### config.mk
export PLATFORM = sky130hd
export DESIGN_NAME = mk_xsim_top_flat
export DESIGN_NICKNAME = d
export VERILOG_FILES = /design/src/rtl/mk_xsim_top_if.sv /design/src/rtl/mk_xsim_top.sv /design/src/flat_wrapper.sv
export SDC_FILE = /design/constraint.sdc
export NUM_CORES = 1
export LEC_CHECK = 0
export CAP_MARGIN = 10
export CORE_MARGIN = 1.5
export CORE_UTILIZATION = 40
export CTS_CLUSTER_DIAMETER = 120
export DETAILED_ROUTE_END_ITERATION = 7
export SLEW_MARGIN = 30
export SYNTH_ARGS = -nofsm -noshare
export SYNTH_HDL_FRONTEND = slang
export SYNTH_SLANG_ARGS = --single-unit
export TNS_END_PERCENT = 50
### constraint.sdc
create_clock -name CLK -period 7.5 [get_ports CLK]
set_clock_uncertainty 0.2 [all_clocks]
set_input_delay 0.75 -clock CLK [delete_from_list [all_inputs] [get_ports CLK]]
set_output_delay 0.75 -clock CLK [all_outputs]
set_load 0.05 [all_outputs]
### src/rtl/mk_xsim_top_if.sv
// Request and indication beat channels between the host portal and mk_xsim_top.
// The slave modport is the endpoint side; master is the host side.
interface mk_xsim_top_if;
    logic        rq_valid;
    logic [31:0] rq_beat;
    logic        rq_ready;
    logic        ind_valid;
    logic [31:0] ind_beat;
    logic        ind_ready;

    modport slave (
        input  rq_valid, rq_beat, ind_ready,
        output rq_ready, ind_valid, ind_beat
    );

    modport master (
        output rq_valid, rq_beat, ind_ready,
        input  rq_ready, ind_valid, ind_beat
    );
endinterface

### src/rtl/mk_xsim_top.sv
// xsim portal endpoint: decodes request messages, runs say / setReg / getReg / getCycles.
// Define MK_XSIM_TOP_CYCLE_COUNTER_EN to build the cycle counter and method 3.
module mk_xsim_top (
    input  logic         CLK,
    input  logic         RST_N,
    mk_xsim_top_if.slave bus,
    output logic         err_unknown
);

    typedef enum logic [1:0] {
        S_HDR  = 2'd0,
        S_ARGS = 2'd1,
        S_EXEC = 2'd2,
        S_RESP = 2'd3
    } state_t;

    state_t              r_state;
    state_t              w_state_nxt;
    logic                r_live;
    logic [15:0]         r_mid;
    logic [15:0]         r_left;
    logic [1:0]          r_argc;
    logic [31:0]         r_arg0;
    logic [31:0]         r_arg1;
    logic [15:0][31:0]   r_regs;
    logic [2:0][31:0]    r_resp;
    logic [1:0]          r_rlen;
    logic [1:0]          r_ridx;
    logic                r_err;
`ifdef MK_XSIM_TOP_CYCLE_COUNTER_EN
    logic [31:0]         r_cyc;
`endif

    logic                w_rq_fire;
    logic                w_ind_fire;
    logic [15:0]         w_hdr_len;
    logic                w_known;
    logic                w_has_ind;
    logic [1:0]          w_ind_len;
    logic [2:0][31:0]    w_ind;

    // r_live holds rq_ready low until the first edge after reset release
    assign bus.rq_ready  = r_live && ((r_state == S_HDR) || (r_state == S_ARGS));
    assign bus.ind_valid = (r_state == S_RESP);
    assign bus.ind_beat  = (r_state == S_RESP) ? r_resp[r_ridx] : 32'd0;
    assign err_unknown   = r_err;

    assign w_rq_fire  = bus.rq_valid && bus.rq_ready;
    assign w_ind_fire = bus.ind_valid && bus.ind_ready;
    assign w_hdr_len  = bus.rq_beat[15:0];

    // Method decode, only consumed while in EXEC
    always_comb begin
        w_known   = 1'b1;
        w_has_ind = 1'b0;
        w_ind_len = 2'd0;
        w_ind     = '0;
        case (r_mid)
            16'd0: begin
                w_has_ind = 1'b1;
                w_ind_len = 2'd2;
                w_ind[0]  = 32'h0000_0002;
                w_ind[1]  = r_arg0;
            end
            16'd1: ;
            16'd2: begin
                w_has_ind = 1'b1;
                w_ind_len = 2'd3;
                w_ind[0]  = 32'h0001_0003;
                w_ind[1]  = r_arg0;
                w_ind[2]  = r_regs[r_arg0[3:0]];
            end
`ifdef MK_XSIM_TOP_CYCLE_COUNTER_EN
            16'd3: begin
                w_has_ind = 1'b1;
                w_ind_len = 2'd2;
                w_ind[0]  = 32'h0002_0002;
                w_ind[1]  = r_cyc;
            end
`endif
            default: w_known = 1'b0;
        endcase
    end

    always_comb begin
        w_state_nxt = r_state;
        case (r_state)
            S_HDR: begin
                if (w_rq_fire)
                    w_state_nxt = (w_hdr_len <= 16'd1) ? S_EXEC : S_ARGS;
            end
            S_ARGS: begin
                if (w_rq_fire && (r_left == 16'd1))
                    w_state_nxt = S_EXEC;
            end
            S_EXEC: begin
                w_state_nxt = w_has_ind ? S_RESP : S_HDR;
            end
            S_RESP: begin
                if (w_ind_fire && (r_ridx == (r_rlen - 2'd1)))
                    w_state_nxt = S_HDR;
            end
            default: w_state_nxt = S_HDR;
        endcase
    end

    always_ff @(posedge CLK or negedge RST_N) begin
        if (!RST_N) begin
            r_state <= S_HDR;
            r_live  <= 1'b0;
            r_mid   <= '0;
            r_left  <= '0;
            r_argc  <= '0;
            r_arg0  <= '0;
            r_arg1  <= '0;
            r_resp  <= '0;
            r_rlen  <= '0;
            r_ridx  <= '0;
            r_err   <= 1'b0;
        end else begin
            r_live  <= 1'b1;
            r_state <= w_state_nxt;
            case (r_state)
                S_HDR: begin
                    if (w_rq_fire) begin
                        r_mid  <= bus.rq_beat[31:16];
                        r_left <= (w_hdr_len == 16'd0) ? 16'd0 : w_hdr_len - 16'd1;
                        r_argc <= '0;
                        r_arg0 <= '0;
                        r_arg1 <= '0;
                    end
                end
                S_ARGS: begin
                    // Payload past the second word is accepted and dropped
                    if (w_rq_fire) begin
                        r_left <= r_left - 16'd1;
                        if (r_argc == 2'd0)
                            r_arg0 <= bus.rq_beat;
                        else if (r_argc == 2'd1)
                            r_arg1 <= bus.rq_beat;
                        if (r_argc != 2'd2)
                            r_argc <= r_argc + 2'd1;
                    end
                end
                S_EXEC: begin
                    if (!w_known)
                        r_err <= 1'b1;
                    if (w_has_ind) begin
                        r_resp <= w_ind;
                        r_rlen <= w_ind_len;
                        r_ridx <= '0;
                    end
                end
                S_RESP: begin
                    if (w_ind_fire)
                        r_ridx <= r_ridx + 2'd1;
                end
                default: ;
            endcase
        end
    end

    always_ff @(posedge CLK or negedge RST_N) begin
        if (!RST_N)
            r_regs <= '0;
        else if ((r_state == S_EXEC) && (r_mid == 16'd1))
            r_regs[r_arg0[3:0]] <= r_arg1;
    end

`ifdef MK_XSIM_TOP_CYCLE_COUNTER_EN
    always_ff @(posedge CLK or negedge RST_N) begin
        if (!RST_N)
            r_cyc <= '0;
        else
            r_cyc <= r_cyc + 32'd1;
    end
`endif

endmodule

### src/flat_wrapper.sv
// flat-port wrapper written by rule: the top's interface ports become plain ports
module mk_xsim_top_flat 
  (CLK, RST_N, err_unknown, bus_rq_valid, bus_rq_beat, bus_ind_ready, bus_rq_ready, bus_ind_valid, bus_ind_beat);
  mk_xsim_top_if bus_i ();
  input  logic CLK;
  input  logic RST_N;
  output logic err_unknown;
  input wire logic [$bits(bus_i.rq_valid)-1:0] bus_rq_valid;
  input wire logic [$bits(bus_i.rq_beat)-1:0] bus_rq_beat;
  input wire logic [$bits(bus_i.ind_ready)-1:0] bus_ind_ready;
  output wire logic [$bits(bus_i.rq_ready)-1:0] bus_rq_ready;
  output wire logic [$bits(bus_i.ind_valid)-1:0] bus_ind_valid;
  output wire logic [$bits(bus_i.ind_beat)-1:0] bus_ind_beat;
  assign bus_i.rq_valid = bus_rq_valid;
  assign bus_i.rq_beat = bus_rq_beat;
  assign bus_i.ind_ready = bus_ind_ready;
  assign bus_rq_ready = bus_i.rq_ready;
  assign bus_ind_valid = bus_i.ind_valid;
  assign bus_ind_beat = bus_i.ind_beat;
  mk_xsim_top u_core (.CLK(CLK), .RST_N(RST_N), .bus(bus_i), .err_unknown(err_unknown));
endmodule
==> metrics.md <==
| Metric | Value |
|---|---|
| Outcome | `finished clean` |
| Final non-filler cell total | `3,415` |
| Final Max Slew Viols | `0` |
| Largest net degree at the start of global routing | `182` |
| CTS tree | `yes` |
| Placed Area | `between 30,000 and 40,000 um2` |
| Drt pass-1 iters | `5` |
| Vias post-DR | `between 15,000 and 20,000` |
| Clock transition at path regs | `roughly 0.060 ns` |
| Layout cells sized above 1 | `34.9%` |
| Post-synth top area share | `between 50 and 60%` |
| Leakage | `16.8 nW` |
| Synthesized net count | `2,354` |
| Power Dens Cells | `291 nW/um2` |
| First-pass GRT wire length | `~130,000 um` |
| Initial antenna violation count | `1` |
| Hold_buf cts | `0` |
| Placed Cells incl. Taps | `~3,300` |
| Final hold viol count | `0` |
| GRT overflow | `0` |
| Row Count | `102` |
| Area contributors post-synth | `dfrtp_1 55%, mux2_2 17%, mux4_2 9.3%` |
| #FFs+latches synth | `682` |
| Antenna-violating nets left | `0` |
| I/O pin total | `just over 70` |
| Design area | `around 35,000 um2` |
| Initial Utilization | `40.3%` |
| Clock Sinks | `682` |
| GRT Overall Usage | `a little over a fifth` |
| Final setup TNS | `0 ns` |
| Post-CTS setup buffer count | `0` |
| CTS root buf | `clkbuf_16` |
| EDFF count, synth | `0` |
| Clock insertion delay at the later pin of the skew report | `slightly above 0.6 ns` |
| Most common cell after layout, fill and taps aside | `dfrtp_1` |
| Syn Inst Count | `2,311` |
| Initial DRC count | `1,329` |
| Cell variety after synth | `54` |
| Vias per inst | `5.60` |
| HPWL Detailed | `47,300 um` |
| Die area | `between 70,000 and 80,000 um2` |
| Synth warnings | `0` |
| Worst Max-Slew Pin Slew | `0.997 ns` |
| Post-Syn Area per Cell | `between 10 and 15 um2` |
| Final WL | `80,900 um` |
| Post-synth top area cell | `dfrtp_1` |
| Seq/Total Area, Yosys | `a little over half` |
| Peak supply drop | `0.233 mV` |
| GP Congestion | `0.777` |
| Synthesized cell area | `31,100 um2` |
| Relative slew slack | `33.5%` |
| IO Port Bufs | `70` |
| Hold Crit Class | `flop to flop` |
| TritonCTS Buffers | `74` |
| Maxcap violations | `0` |
| Critical path peak fanout | `18` |
| Avg WL per Cell | `roughly 24 um` |
| DRC violations left | `0` |
| Clock Path Buffers | `3` |
| Post-CTS Resized | `0` |
| RSZ-0062 raised after global routing | `false` |
| Critical Path Start Type | `flop` |
| Fin crit period | `4.39 ns` |
| Async set-reset flop share out of synthesis | `100%` |
| Area growth syn-to-layout | `14.1%` |
| H-tree levels | `3` |
| Vias in the first global route | `20,250` |
| CP required | `6.55 ns` |
| Tcrit/Tclk final | `58.5%` |
| Main flop type after synthesis | `dfrtp_1` |
| CP Class | `flop to primary output` |
| Crit. End Element | `primary output` |
| DIE WIDTH | `about 280 um` |
| CP arrival | `3.44 ns` |
| # diodes | `0` |
| Nets@finish | `about 2,400` |
| Most frequent cells in the layout | `678 x dfrtp_1, 473 x mux2_2, 343 x nand2_1, 142 x o21ai_0, 128 x mux4_2` |
| Die Ht | `~280 um` |
| Final cell utilization of the core | `46.0%` |
| Placeable Area | `77,200 um2` |
| Setup Viol. Count Final | `0` |
| Fmax achieved | `about 230 MHz` |
-- power by group --
part	internal, mW	switching (mW)
Clock	2.39	1.50
Sequential	3.95	0.575
Combinational	0.679	1.21
-- layout make-up --
cell class,count,area [um2]
Fill cell,6850,41700
Sequential cell,682,17100
Multi-Input combinational cell,1434,13200
Clock buffer,105,2240
Tap cell,1040,1300
Timing Repair Buffer,115,1230
Clock inverter,28,379
Inverter,11,41.3
-- cells in the mapped netlist (2+ instances only) --
master and number:
o211ai_1 2, inv_1 11, mux2_2 473, o21ai_0 142, nand2b_1 5, mux2_4 30, o221ai_1 3, or3_1 7
nor3_1 13, a21boi_0 2, nor4_2 2, buf_1 17, or4_1 7, ha_1 7, nor4_1 11, nor3_4 10
nand4_1 6, mux4_2 128, buf_2 25, buf_4 30, o311ai_0 6, nand2_1 345, a22oi_1 31, a211o_1 3
a21oi_1 14, mux2i_1 34, xnor2_1 8, mux2_1 42, nand3_1 11, nor2_1 53, buf_6 4, dfrtp_1 682
clkbuf_1 108, nor2b_1 10, nor3_2 5, xor2_1 6
-- critical path, stage by stage, from the launching register on --
cell and delay, ns:
dfrtp_1 0.51, nor2b_4 0.63, buf_4 0.45, a22oi_1 0.11, nor2_1 0.26, clkdlybuf4s50_1 0.87
-- routing by layer --
metal	routed length [um]	track usage (%)
met1	36100	29.0
met2	37900	33.3
met3	4830	3.62
met4	2070	7.18
met5	13	0
-- state kept, by name, indices dropped and copies added, names as in the netlist, 16 cells and up --
signal / flops
u_core.r_arg1: 32
u_core.r_arg0: 32
u_core.r_mid: 16
u_core.r_left: 16
u_core.r_regs: 512
u_core.r_resp: 65
-- cell families (layout without fill, tap and decap cells) --
kind of cell / after synthesis / in the layout / share of synthesized area [%]
and+or+nand+nor: 490 / 490 / 7.03
xor gates and xnor gates: 14 / 14 / 0.394
muxes: 707 / 707 / 30.5
DFF: 682 / 682 / 54.9
other: 1 / 1 / 0.0121
buffers and inverters: 195 / 259 / 2.91
AOI/OAI and AO/OA: 215 / 215 / 4.00
adders and majority gates: 7 / 7 / 0.282
-- final timing paths --
path                                   start  slack, ns                 end  cells past startpoint
max                         u_core.r_ridx[1]       3.11    bus_ind_beat[20]                      5
min                        u_core.r_resp[41]       0.27   u_core.r_resp[41]                      2
max reg2reg                u_core.r_state[1]       3.72  u_core.r_regs[141]                      6
min reg2reg                u_core.r_resp[41]       0.27   u_core.r_resp[41]                      2
max in group asynchronous              RST_N       5.01  u_core.r_regs[257]                      5
min in group asynchronous              RST_N       0.44   u_core.r_arg1[21]                      2
-- metrics by stage --
stage	worst slack, ns	hold slack (ns)	power, mW
floorplan	4.70	0.238	5.65
global placement	3.59	0.251	6.41
detailed placement	3.69	0.256	6.49
CTS	3.06	0.0553	10.4
global route	3.03	0.295	10.8
finish	3.11	0.269	10.3
No activity file was read; power rests on OpenSTA's default activity.
